## src/rtl/intmul_arbiter.sv

```systemverilog
`default_nettype none
// ============================================================================
// Module   : intmul_arbiter
// Brief    : Round-robin arbiter in front of one shared 12x12 unsigned
//            multiplier. Each accepted operation carries its requester ID
//            through a LAT-deep product pipeline, so every result returns
//            tagged to its originator. A global stall freezes the pipeline
//            without dropping in-flight operations.
// Revision : 1.0 - initial release
// ============================================================================
module intmul_arbiter #(
    parameter  int NREQ = 4,
    parameter  int LAT  = 3,
    localparam int IDW  = $clog2(NREQ)
) (
    input  logic                 clk,
    input  logic                 reset,
    input  logic [NREQ-1:0]      req_valid,
    input  logic [12*NREQ-1:0]   req_a,
    input  logic [12*NREQ-1:0]   req_b,
    output logic [NREQ-1:0]      req_ready,
    input  logic                 stall,
    output logic                 rsp_valid,
    output logic [IDW-1:0]       rsp_id,
    output logic [23:0]          rsp_p,
    output logic [15:0]          op_count
);

    // Round-robin pointer and acceptance counter
    logic [IDW-1:0] ptr_q, ptr_d;
    logic [15:0]    cnt_q, cnt_d;

    // Product pipeline; index 0 is stage 1, index LAT-1 is the response stage
    logic [LAT-1:0] vld_q, vld_d;
    logic [IDW-1:0] id_q [LAT];
    logic [IDW-1:0] id_d [LAT];
    logic [23:0]    p_q  [LAT];
    logic [23:0]    p_d  [LAT];

    // Grant search results and selected operands
    logic           gnt_found;
    logic [IDW-1:0] gnt_idx;
    logic [IDW-1:0] scan_idx;
    logic [11:0]    a_sel;
    logic [11:0]    b_sel;
    logic [23:0]    prod;

    // Search upward from ptr (mod NREQ) for the first valid requester; no grant while stalled
    always_comb begin
        gnt_found = 1'b0;
        gnt_idx   = '0;
        scan_idx  = '0;
        if (!stall) begin
            for (int off = 0; off < NREQ; off++) begin
                // IDW-bit addition wraps modulo NREQ because NREQ is a power of two
                scan_idx = ptr_q + IDW'(off);
                if (!gnt_found && req_valid[scan_idx]) begin
                    gnt_found = 1'b1;
                    gnt_idx   = scan_idx;
                end
            end
        end
    end

    // One-hot grant decode and operand selection for the winning requester
    always_comb begin
        req_ready = '0;
        if (gnt_found) begin
            req_ready[gnt_idx] = 1'b1;
        end
        a_sel = req_a[12*gnt_idx +: 12];
        b_sel = req_b[12*gnt_idx +: 12];
        prod  = {12'd0, a_sel} * {12'd0, b_sel};
    end

    // Next-state: advance pointer, counter and pipeline only on non-stall cycles
    always_comb begin
        ptr_d = ptr_q;
        cnt_d = cnt_q;
        vld_d = vld_q;
        id_d  = id_q;
        p_d   = p_q;
        if (!stall) begin
            if (gnt_found) begin
                ptr_d = gnt_idx + 1'b1;
                cnt_d = cnt_q + 16'd1;
            end
            vld_d[0] = gnt_found;
            id_d[0]  = gnt_idx;
            p_d[0]   = prod;
            for (int s = 1; s < LAT; s++) begin
                vld_d[s] = vld_q[s-1];
                id_d[s]  = id_q[s-1];
                p_d[s]   = p_q[s-1];
            end
        end
    end

    // State registers; reset takes priority over stall and discards in-flight work
    always_ff @(posedge clk) begin
        if (reset) begin
            ptr_q <= '0;
            cnt_q <= '0;
            vld_q <= '0;
            for (int s = 0; s < LAT; s++) begin
                id_q[s] <= '0;
                p_q[s]  <= '0;
            end
        end else begin
            ptr_q <= ptr_d;
            cnt_q <= cnt_d;
            vld_q <= vld_d;
            for (int s = 0; s < LAT; s++) begin
                id_q[s] <= id_d[s];
                p_q[s]  <= p_d[s];
            end
        end
    end

    // The response stage keeps its valid bit through a stall so the result is
    // delivered after release; the visible pulse is suppressed while stalled.
    always_comb begin
        rsp_valid = vld_q[LAT-1] & ~stall;
        rsp_id    = id_q[LAT-1];
        rsp_p     = p_q[LAT-1];
        op_count  = cnt_q;
    end

endmodule
`default_nettype wire

```

## config.mk

```make
export PLATFORM = sky130hd
export DESIGN_NAME = intmul_arbiter
export DESIGN_NICKNAME = d
export VERILOG_FILES = /design/src/rtl/intmul_arbiter.sv
export SDC_FILE = /design/constraint.sdc
export NUM_CORES = 1
export LEC_CHECK = 0
export CAP_MARGIN = 15
export CORE_UTILIZATION = 45
export DETAILED_ROUTE_END_ITERATION = 8
export PLACE_DENSITY = 0.76
export SLEW_MARGIN = 20
export SYNTH_ARGS = -nofsm -noshare
export SYNTH_HDL_FRONTEND = slang
export SYNTH_SLANG_ARGS = --single-unit
```

## constraint.sdc

```tcl
create_clock -name clk -period 7.2 [get_ports clk]
set_input_delay 0.72 -clock clk [delete_from_list [all_inputs] [get_ports clk]]
set_output_delay 0.72 -clock clk [all_outputs]
set_load 0.01 [all_outputs]
```

Word level (Yosys, flattened, before mapping)
Cells that the tools add are included.

Add/subtract/negate cells: 5. Multiply operators: 2. Magnitude comparators: 6. Shift operators: 2. Multiplexer cells: 24. Bitwise gates (word level): 2. Reduce and logical (&&, ||, !) cells: 8.

Operator list (count): 48-bit by 7-bit variable part select with 12-bit output (2); 12-bit by 12-bit multiplier with 24-bit output (1); 16-bit by 1-bit adder with 16-bit output, second input constant (1); 2-bit by 3-bit < comparator with 1-bit output, second input constant (5); 1-bit two-way mux (13); 2-bit two-way mux (5); 1-bit binary-select mux with 2-bit select (4); 2-bit by 1-bit adder with 2-bit output, second input constant (2); 2-bit adder, second input constant (2); 1-bit logical AND (4); 2-bit by 2-bit multiplier with 4-bit output, first input constant (1); 4-bit two-way mux (1); 1-bit logical NOT (3); 1-bit demux with 2-bit select (1); 2-bit by 1-bit greater-or-equal comparator with 1-bit output, second input constant (1); 2-bit AND reduction (1); 1-bit bitwise AND (1); 1-bit NOT (1).

Bits in registers: 99. Input bits: 103. Logic and storage cells: 58.

Depth between registers and ports, before layout
Gate-level depths: netlist (run 1).

Depth in word-level cells: 21. Depth in mapped cells: 29. Gate-level depth less buffers: 25.

Least setup slack after synthesis (run 1)
OpenSTA, ideal clock, no wires.

Path kind: input to register. From: input req_valid[0]. To: register p_q[69] (netlist name). Library setup time: 0.079 ns. Arrival time: 6.643 ns. Required time: 7.121 ns. Path slack: 0.478 ns. Stages on the path: 27. Path buffers: 4. Cell sequence: nand2b_1 -> a21oi_1 -> o21ai_1 -> a221o_1 -> buf_6 -> buf_8 -> buf_6 -> mux2i_1 -> mux2i_1 -> buf_2 -> nand2_1 -> fa_1 -> fa_1 -> inv_1 -> ha_1 -> fa_1 -> inv_1 -> fa_1 -> inv_1 -> ha_1 -> nand2_1 -> or3_1 -> a21o_1 -> o21ai_1 -> a41oi_1 -> or4_1 -> o211ai_1.

Word-level cells in the longest chain between the ends: 19.

Ends and longest elaborated chain: start, declared (line 18) `input logic [NREQ-1:0] req_valid,`; 1-bit binary-select mux with 2-bit select (line 57) `if (!gnt_found && req_valid[scan_idx]) begin`; 1-bit two-way mux (not written as such) (line 57); 1-bit two-way mux (line 57); 1-bit two-way mux (line 53) `if (!stall) begin`; 1-bit logical NOT (line 57); 1-bit logical AND (line 57); 1-bit two-way mux (line 57); 1-bit two-way mux (line 53); [3 not listed]; 1-bit two-way mux (line 53); 1-bit logical NOT (line 57); 1-bit logical AND (line 57); 2-bit two-way mux * (line 57); 2-bit two-way mux * (line 53); 2-bit by 2-bit multiplier with 4-bit output * (line 71, 72); 48-bit by 7-bit variable part select with 12-bit output, on equally long branches (line 71, 72); 12-bit by 12-bit multiplier with 24-bit output * (line 73) `prod = {12'd0, a_sel} * {12'd0, b_sel};`; end signal, assigned by index (line 115) `p_q[s] <= p_d[s];`; end, declared (line 37) `logic [23:0] p_q [LAT];`.

Every way passes the cells marked *; elsewhere a longest branch is shown, timed or not. The select of a mux whose other input is x is not followed. A chain may end at the register's enable or synchronous reset.

Worst setup path in the final report (run 1)
Same ends and word-level chain as after synthesis.

==> impl_summary.txt, run 1 <==
----------------------------------------------------
[Outcome]
  Status ... complete, no violations

[Finish]
  Final-stage net count ... 1532
  Fraction of final layout cells sized beyond drive strength 1 ... 14.4%
  Antenna cell count ... 0
  Final cell count without fillers ... 1537
  Area delta synth->final ... 30.0%

[STA]
  Number of pins with negative max-slew slack in the final report ... 0
  Number of hold-slack violations in the final timing report ... 0
  Setup-failing EPs final ... 0
  Normalized max-slew margin ... 32.1%
  Actual transition at the worst max-transition pin ... 1.02 ns
  Clk_skew ... 0.00437 ns
  Final worst path period need ... 6.81 ns
  Final cycle utilization of the critical path ... 94.6%
  Hold slack final ... 0.463 ns
  RSZ-0062 raised after global routing ... false
  Achievable clock frequency ... 147 MHz

[Clock network]
  Worst-Skew Late Latency ... 0.33 ns
  CTS buffer count ... 9
  Clock transition time at the flip-flop clock pins of the worst setup and hold paths ... 0.07 ns
  Count of clock tree sinks ... 99
  Number of buffers between clock root and the deepest sink ... 2
  TritonCTS clock tree ... built
  Number of H-tree levels ... 3
  Root buffer selected by CTS ... sky130_fd_sc_hd__clkbuf_16

[Synth]
  Top area cells in the synthesized netlist ... sky130_fd_sc_hd__fa_1, sky130_fd_sc_hd__dfxtp_1, sky130_fd_sc_hd__mux2i_1, sky130_fd_sc_hd__ha_1, sky130_fd_sc_hd__inv_1
  Post-synthesis cell count ... 1063
  EDFF count, synth ... 0
  Post-synthesis sequential area ratio ... 20.8%
  Cell with the most instances after synthesis ... sky130_fd_sc_hd__inv_1
  Number of register bits inferred by synthesis ... 99
  Cell area after synthesis ... 9530 µm²
  Synth warnings ... 0
  Per-instance average area after synthesis ... 8.97 µm²
  Net count after synthesis ... 1333
  Fraction of registers with async set/reset ... 0%
  Fraction of post-synthesis cell area in the top cell type by area ... 21.0%
  Cell type contributing the most total cell area after synthesis ... sky130_fd_sc_hd__fa_1
  Post-synth top cells ... sky130_fd_sc_hd__inv_1, sky130_fd_sc_hd__mux2i_1, sky130_fd_sc_hd__nor2_1
  Dominant synthesized flop cell ... sky130_fd_sc_hd__dfxtp_1
  Number of different library cells in the post-synthesis netlist ... 57

[Routing]
  Post-detailed-route count of antenna-violating nets ... 0
  Routed WL per cell ... 14.2 µm
  Vias per std cell ... 5.05
  Total detailed-routing wirelength ... 21.8 mm
  Iteration-0 DRC Markers ... 348
  Via count of the routed design ... 7760
  DRC Markers ... 0
  First-pass DRT Iterations ... 4

[Setup path]
  Kind of launch point of the worst setup path ... input pin
  Max Fanout on Critical Path ... 12
  Setup CP Type ... input pin to flip-flop
  Launch point of the worst reg-to-reg path ... ptr_q[1]$_SDFFE_PP0P_
  Setup crit end kind ... flip-flop
  Data required time of the critical path ... 7.46 ns
  Data arrival time of the critical path ... 7.07 ns
  Launching element of the worst setup path ... req_valid[0]

[Global routing]
  Largest net degree at the start of global routing ... 105
  Aggregate global-route resource usage ... 20.2%
  Vias in the first global route ... 7940
  Initial antenna violation count ... 0
  Global-route wire length before repair ... 36.1 mm
  GRT overflow ... 0

[Floorplanning]
  I/O pin total ... 150
  Number of rows created at floorplan ... 52
  Placeable core region ... 20500 µm²
  Die width ... 148 µm
  Initial standard-cell utilization of the core ... 46.5%
  Vertical die dimension ... 148 µm
  Area of the die ... 21800 µm²

[Worst hold path]
  Path type of the worst min-delay path ... flip-flop to flip-flop
  Source of the worst hold timing path ... p_q[55]$_SDFFE_PP0N_

[Placed design]
  Number of buffers added on ports ... 149
  Inst Count DP ... 1508
  HPWL after detailed placement ... 17.0 mm
  Global placement routability congestion ... 0.855

[Flow run]
  Max_cap viols ... 0

----------------------------------------------------
[cells in the final DEF, fill, tap and decap left out, types with 18 or more instances in the layout]
| master | n |
|---|---|
| sky130_fd_sc_hd__a21oi_1 | 27 |
| sky130_fd_sc_hd__and2_1 | 25 |
| sky130_fd_sc_hd__buf_4 | 106 |
| sky130_fd_sc_hd__clkdlybuf4s50_1 | 143 |
| sky130_fd_sc_hd__dfxtp_1 | 99 |
| sky130_fd_sc_hd__fa_1 | 98 |
| sky130_fd_sc_hd__ha_1 | 59 |
| sky130_fd_sc_hd__inv_1 | 141 |
| sky130_fd_sc_hd__mux2i_1 | 128 |
| sky130_fd_sc_hd__nand2_1 | 108 |
| sky130_fd_sc_hd__nand2b_1 | 18 |
| sky130_fd_sc_hd__nor2_1 | 119 |
[sequential cells by signal (all words and copies together), names as in the netlist]
signal / cells
rsp_id: 2
id_q: 4
ptr_q: 2
p_q: 48
op_count: 16
vld_q: 3
rsp_p: 24
[final timing paths]
kind,cells past startpoint,slack (ns),endpoint
worst max-delay path,28,0.39,p_q[69]$_SDFFE_PP0N_
worst min-delay path,2,0.46,p_q[55]$_SDFFE_PP0N_
worst min register to register,2,0.46,p_q[55]$_SDFFE_PP0N_
worst max register to register,27,0.50,p_q[69]$_SDFFE_PP0N_
[area by class of cell]
class | instances | area, µm²
Fill cell | 1733 | 8100
Timing Repair Buffer | 264 | 2470
Inverter | 143 | 537
Tap cell | 270 | 338
Multi-Input combinational cell | 745 | 6760
Clock buffer | 9 | 225
Sequential cell | 99 | 1980
Clock inverter | 7 | 75.1
[metrics by stage]
stage / setup TNS, ns / utilization (%) / cell area (µm²) / setup WS (ns)
6_report: 0 / 60.5 / 12400 / 0.387
5_1_grt: 0 / 60.5 / 12400 / 0.0901
4_1_cts: 0 / 58.6 / 12000 / 0.0128
3_5_place_dp: -2.50 / 57.1 / 11700 / -0.381
3_3_place_gp: -1.08 / 57.1 / 11700 / -0.203
2_1_floorplan: 0 / - / 9530 / 0.478
[critical path, cell delays in order]
cell and delay, ns:
sky130_fd_sc_hd__dlymetal6s2s_1 0.17, sky130_fd_sc_hd__nand2b_1 0.13, sky130_fd_sc_hd__o22ai_1 0.14, sky130_fd_sc_hd__nand2b_1 0.08
sky130_fd_sc_hd__a221o_2 0.46, sky130_fd_sc_hd__buf_12 0.16, sky130_fd_sc_hd__clkbuf_16 0.17, sky130_fd_sc_hd__mux2i_1 0.15
sky130_fd_sc_hd__mux2i_1 0.24, sky130_fd_sc_hd__buf_4 0.17, sky130_fd_sc_hd__buf_4 0.12, sky130_fd_sc_hd__nand2_1 0.07
sky130_fd_sc_hd__fa_2 0.53, sky130_fd_sc_hd__inv_1 0.04, sky130_fd_sc_hd__ha_1 0.21, sky130_fd_sc_hd__fa_1 0.46
sky130_fd_sc_hd__fa_1 0.50, sky130_fd_sc_hd__inv_1 0.05, sky130_fd_sc_hd__fa_1 0.50, sky130_fd_sc_hd__inv_1 0.07
sky130_fd_sc_hd__ha_4 0.27, sky130_fd_sc_hd__nand2_1 0.07, sky130_fd_sc_hd__or3_4 0.40, sky130_fd_sc_hd__a21o_1 0.24
sky130_fd_sc_hd__o21ai_4 0.21, sky130_fd_sc_hd__a41oi_2 0.13, sky130_fd_sc_hd__or4_1 0.52, sky130_fd_sc_hd__o211ai_1 0.09
[repair_timing]
item | in CTS | in global routing
setup buffers | 0 | 8
endpoints found under the setup margin | 1 | 12
hold buffers | 0 | 0
gates resized for setup | 1 | 46
gates cloned | 0 | 5
pin swaps | 0 | 29
[cells by family after synthesis]
kind of cell | after synthesis | synth area share [%]
muxes | 147 | 16.0
buffers and inverters | 219 | 10.5
and+or+nand+nor | 328 | 15.7
xor gates and xnor gates | 21 | 1.93
DFF | 99 | 20.8
AOI/OAI and AO/OA | 82 | 5.22
adders and majority gates | 167 | 29.8
[per-layer routing]
layer / track usage [%] / wire length, µm
met5: 0 / 0
met4: 4.64 / 401
met3: 2.56 / 702
met2: 38.3 / 11600
met1: 24.1 / 9070
Power of run 1 is not shown: default switching activity piles up to over one toggle a cycle in this logic, so the estimate is an artifact.
==> inputs of run 2 (changes only) <==
Clock period 7.2 ns to 6.8 ns, I/O delays scaled along.
==> run 2 against run 1 <==
Compared with the run above: cell count increased by 2.4%; register-to-register slack got worse by 0.30 ns; via count up 4.0%; sequential share of layout area is 0.81 points lower; cell area rose by 5.3%; sequential cell count unchanged; global-route usage increased by 1.9 points; non-clock buffer count increased by 37; die area is the same; worst hold slack about the same; first-iteration DRC count is 14% higher; critical endpoint is now p_q[66]$_SDFFE_PP0N_.
==> impl_summary.txt, run 2 (synthesized netlist as in run 1, its figures left out) <==
----------------------------------------------------
[Finish]
  Final cell count without fillers ... 1574 (was 1537)
  Antenna cell count ... 0 (unchanged)
  Fillcell total ... 1586 (was 1733)
  Fraction of final layout cells sized beyond drive strength 1 ... 21.7% (was 14.4%)
  Final-stage net count ... 1569 (was 1532)
  Number of flip-flops in the largest register ... 48 (unchanged)
  Highest-count cells in the layout ignoring fill and taps ... sky130_fd_sc_hd__clkdlybuf4s50_1, sky130_fd_sc_hd__buf_4, sky130_fd_sc_hd__inv_1 (was sky130_fd_sc_hd__clkdlybuf4s50_1, sky130_fd_sc_hd__inv_1, sky130_fd_sc_hd__mux2i_1)
  Register name with the most flops ... p_q (unchanged)
  Area delta synth->final ... 36.9% (was 30.0%)
  Most common cell after layout, fill and taps aside ... sky130_fd_sc_hd__clkdlybuf4s50_1 (unchanged)

[STA]
  Setup-failing EPs final ... 0 (unchanged)
  Number of hold-slack violations in the final timing report ... 0 (unchanged)
  Actual transition at the worst max-transition pin ... 1.07 ns (was 1.02 ns)
  Final cycle utilization of the critical path ... 98.1%
  Clk_skew ... 0.00566 ns (was 0.00437 ns)
  Number of pins with negative max-slew slack in the final report ... 0 (unchanged)
  Final worst path period need ... 6.67 ns
  Achievable clock frequency ... 150 MHz
  Normalized max-slew margin ... 28.6% (was 32.1%)

[Setup path]
  CP max stage cell ... sky130_fd_sc_hd__fa_1 (was sky130_fd_sc_hd__fa_2)
  Setup CP Type ... input pin to flip-flop (unchanged)
  Setup crit end kind ... flip-flop (unchanged)
  Kind of launch point of the worst setup path ... input pin (unchanged)
  Most frequent cell on the critical path ... sky130_fd_sc_hd__fa_1
  Data required time of the critical path ... 6.98 ns (was 7.46 ns)
  Dominant delay contributor by cell family on the critical path ... adder cells (unchanged)
  Worst path buffer plus inverter count ... 10 (was 8)
  Largest stage delay on the critical path ... 0.56 ns (was 0.53 ns)
  Data arrival time of the critical path ... 6.85 ns (was 7.07 ns)
  Max Fanout on Critical Path ... 6 (was 12)

[Clock network]
  Number of H-tree levels ... 3 (unchanged)
  Root buffer selected by CTS ... sky130_fd_sc_hd__clkbuf_16 (unchanged)
  CTS buffer count ... 9 (unchanged)
  TritonCTS clock tree ... built (unchanged)
  Cts hold-fix bufs ... 0 (unchanged)
  Number of buffers between clock root and the deepest sink ... 2 (unchanged)
  Worst-Skew Late Latency ... 0.34 ns (was 0.33 ns)
  Count of clock tree sinks ... 99 (unchanged)
  Clock transition time at the flip-flop clock pins of the worst setup and hold paths ... 0.06 ns (was 0.07 ns)

[Routing]
  Total detailed-routing wirelength ... 23.9 mm (was 21.8 mm)
  First-pass DRT Iterations ... 5 (was 4)
  Iteration-0 DRC Markers ... 398 (was 348)
  Post-detailed-route count of antenna-violating nets ... 0 (unchanged)
  DRC Markers ... 0 (unchanged)
  Via count of the routed design ... 8070 (was 7760)
  Vias per std cell ... 5.13 (was 5.05)
  Routed WL per cell ... 15.2 µm (was 14.2 µm)

[Global routing]
  Global-route wire length before repair ... 38.7 mm (was 36.1 mm)
  Initial antenna violation count ... 0 (unchanged)
  Aggregate global-route resource usage ... 22.1% (was 20.2%)
  GRT overflow ... 0 (unchanged)
  Vias in the first global route ... 8273 (was 7940)
  Largest net degree at the start of global routing ... 105 (unchanged)

[Outcome]
  Status ... complete, no violations (unchanged)

[Placed design]
  Number of buffers added on ports ... 149 (unchanged)
  Global placement routability congestion ... 0.852 (was 0.855)
  Inst Count DP ... 1525 (was 1508)
  HPWL after detailed placement ... 17.3 mm (was 17.0 mm)

[Floorplanning]
  Placeable core region ... 20500 µm² (unchanged)
  Initial standard-cell utilization of the core ... 46.5% (unchanged)
  Number of rows created at floorplan ... 52 (unchanged)
  Die width ... 148 µm (unchanged)
  Vertical die dimension ... 148 µm (unchanged)
  Area of the die ... 21800 µm² (unchanged)
  I/O pin total ... 150 (unchanged)

[Worst hold path]
  Path type of the worst min-delay path ... flip-flop to flip-flop (unchanged)

[Flow run]
  Max_cap viols ... 0 (unchanged)

----------------------------------------------------
run 2: changes by cell type in the layout (fill, tap and decap cells not counted), moves of 6 or more:
| cell | change |
|---|---|
| sky130_fd_sc_hd__ha_1 | -7 |
| sky130_fd_sc_hd__nand2_2 | +11 |
| sky130_fd_sc_hd__nand2_1 | -11 |
| sky130_fd_sc_hd__inv_2 | +16 |
| sky130_fd_sc_hd__nor2_1 | -6 |
| sky130_fd_sc_hd__inv_1 | -16 |
| sky130_fd_sc_hd__mux2i_1 | -11 |
| sky130_fd_sc_hd__ha_4 | +7 |
| sky130_fd_sc_hd__mux2i_2 | +6 |
| sky130_fd_sc_hd__buf_4 | +29 |
run 2: area by class of cell:
| cell class | instances | area (µm²) | area share, % |
|---|---|---|---|
| clock buffer | 12 | 246 | 1.89 |
| tap | 270 | 338 | 2.59 |
| timing repair buffer | 301 | 2820 | 21.6 |
| inverter | 143 | 537 | 4.11 |
| sequential | 99 | 1980 | 15.2 |
| clock inverter | 4 | 50.0 | 0.384 |
| multi-input combinational | 745 | 7070 | 54.2 |
run 2: timing repair:
action,in CTS,in global routing
gates resized for setup,55,89
pin swaps,28,64
cloned,6,0
endpoints found under the setup margin,12,10
setup buffers,12,18
run 2: worst min-delay path, cell delays in order (launching register included):
cell and delay (ns):
sky130_fd_sc_hd__dfxtp_1 0.31, sky130_fd_sc_hd__nand2_1 0.06, sky130_fd_sc_hd__a21oi_1 0.05
run 2: path summary, 6_finish.rpt:
kind / startpoint / endpoint / slack (ns) / cells after the start
min: p_q[55]$_SDFFE_PP0N_ / p_q[55]$_SDFFE_PP0N_ / 0.46 / 2
max reg2reg: ptr_q[1]$_SDFFE_PP0P_ / p_q[66]$_SDFFE_PP0N_ / 0.20 / 29
min reg2reg: p_q[55]$_SDFFE_PP0N_ / p_q[55]$_SDFFE_PP0N_ / 0.46 / 2
max: req_valid[0] / p_q[66]$_SDFFE_PP0N_ / 0.13 / 30
run 2: per-stage QoR:
stage / cell area, µm² / setup TNS (ns) / worst slack, ns / hold WS (ns) / utilization [%]
floorplan: 9530 / 0 / 0.118 / 0.440 / -
global placement: 11800 / -5.24 / -0.565 / 0.451 / 57.8
detailed placement: 11800 / -7.65 / -0.772 / 0.457 / 57.8
CTS: 12600 / 0 / 0.00585 / 0.465 / 61.4
global route: 13000 / -0.162 / -0.0602 / 0.488 / 63.7
finish: 13000 / 0 / 0.131 / 0.463 / 63.7
run 2: per-layer routing:
metal  track usage (%)  vias to the layer above  part of all wire (%)
met5                 0                        -                     0
met4              5.36                        0                   2.3
met3              3.09                       51                   3.2
met2              41.8                      168                    54
met1              26.1                     3987                    40
li1                  -                     3864                     -
Power of run 2 is left out for the same reason.
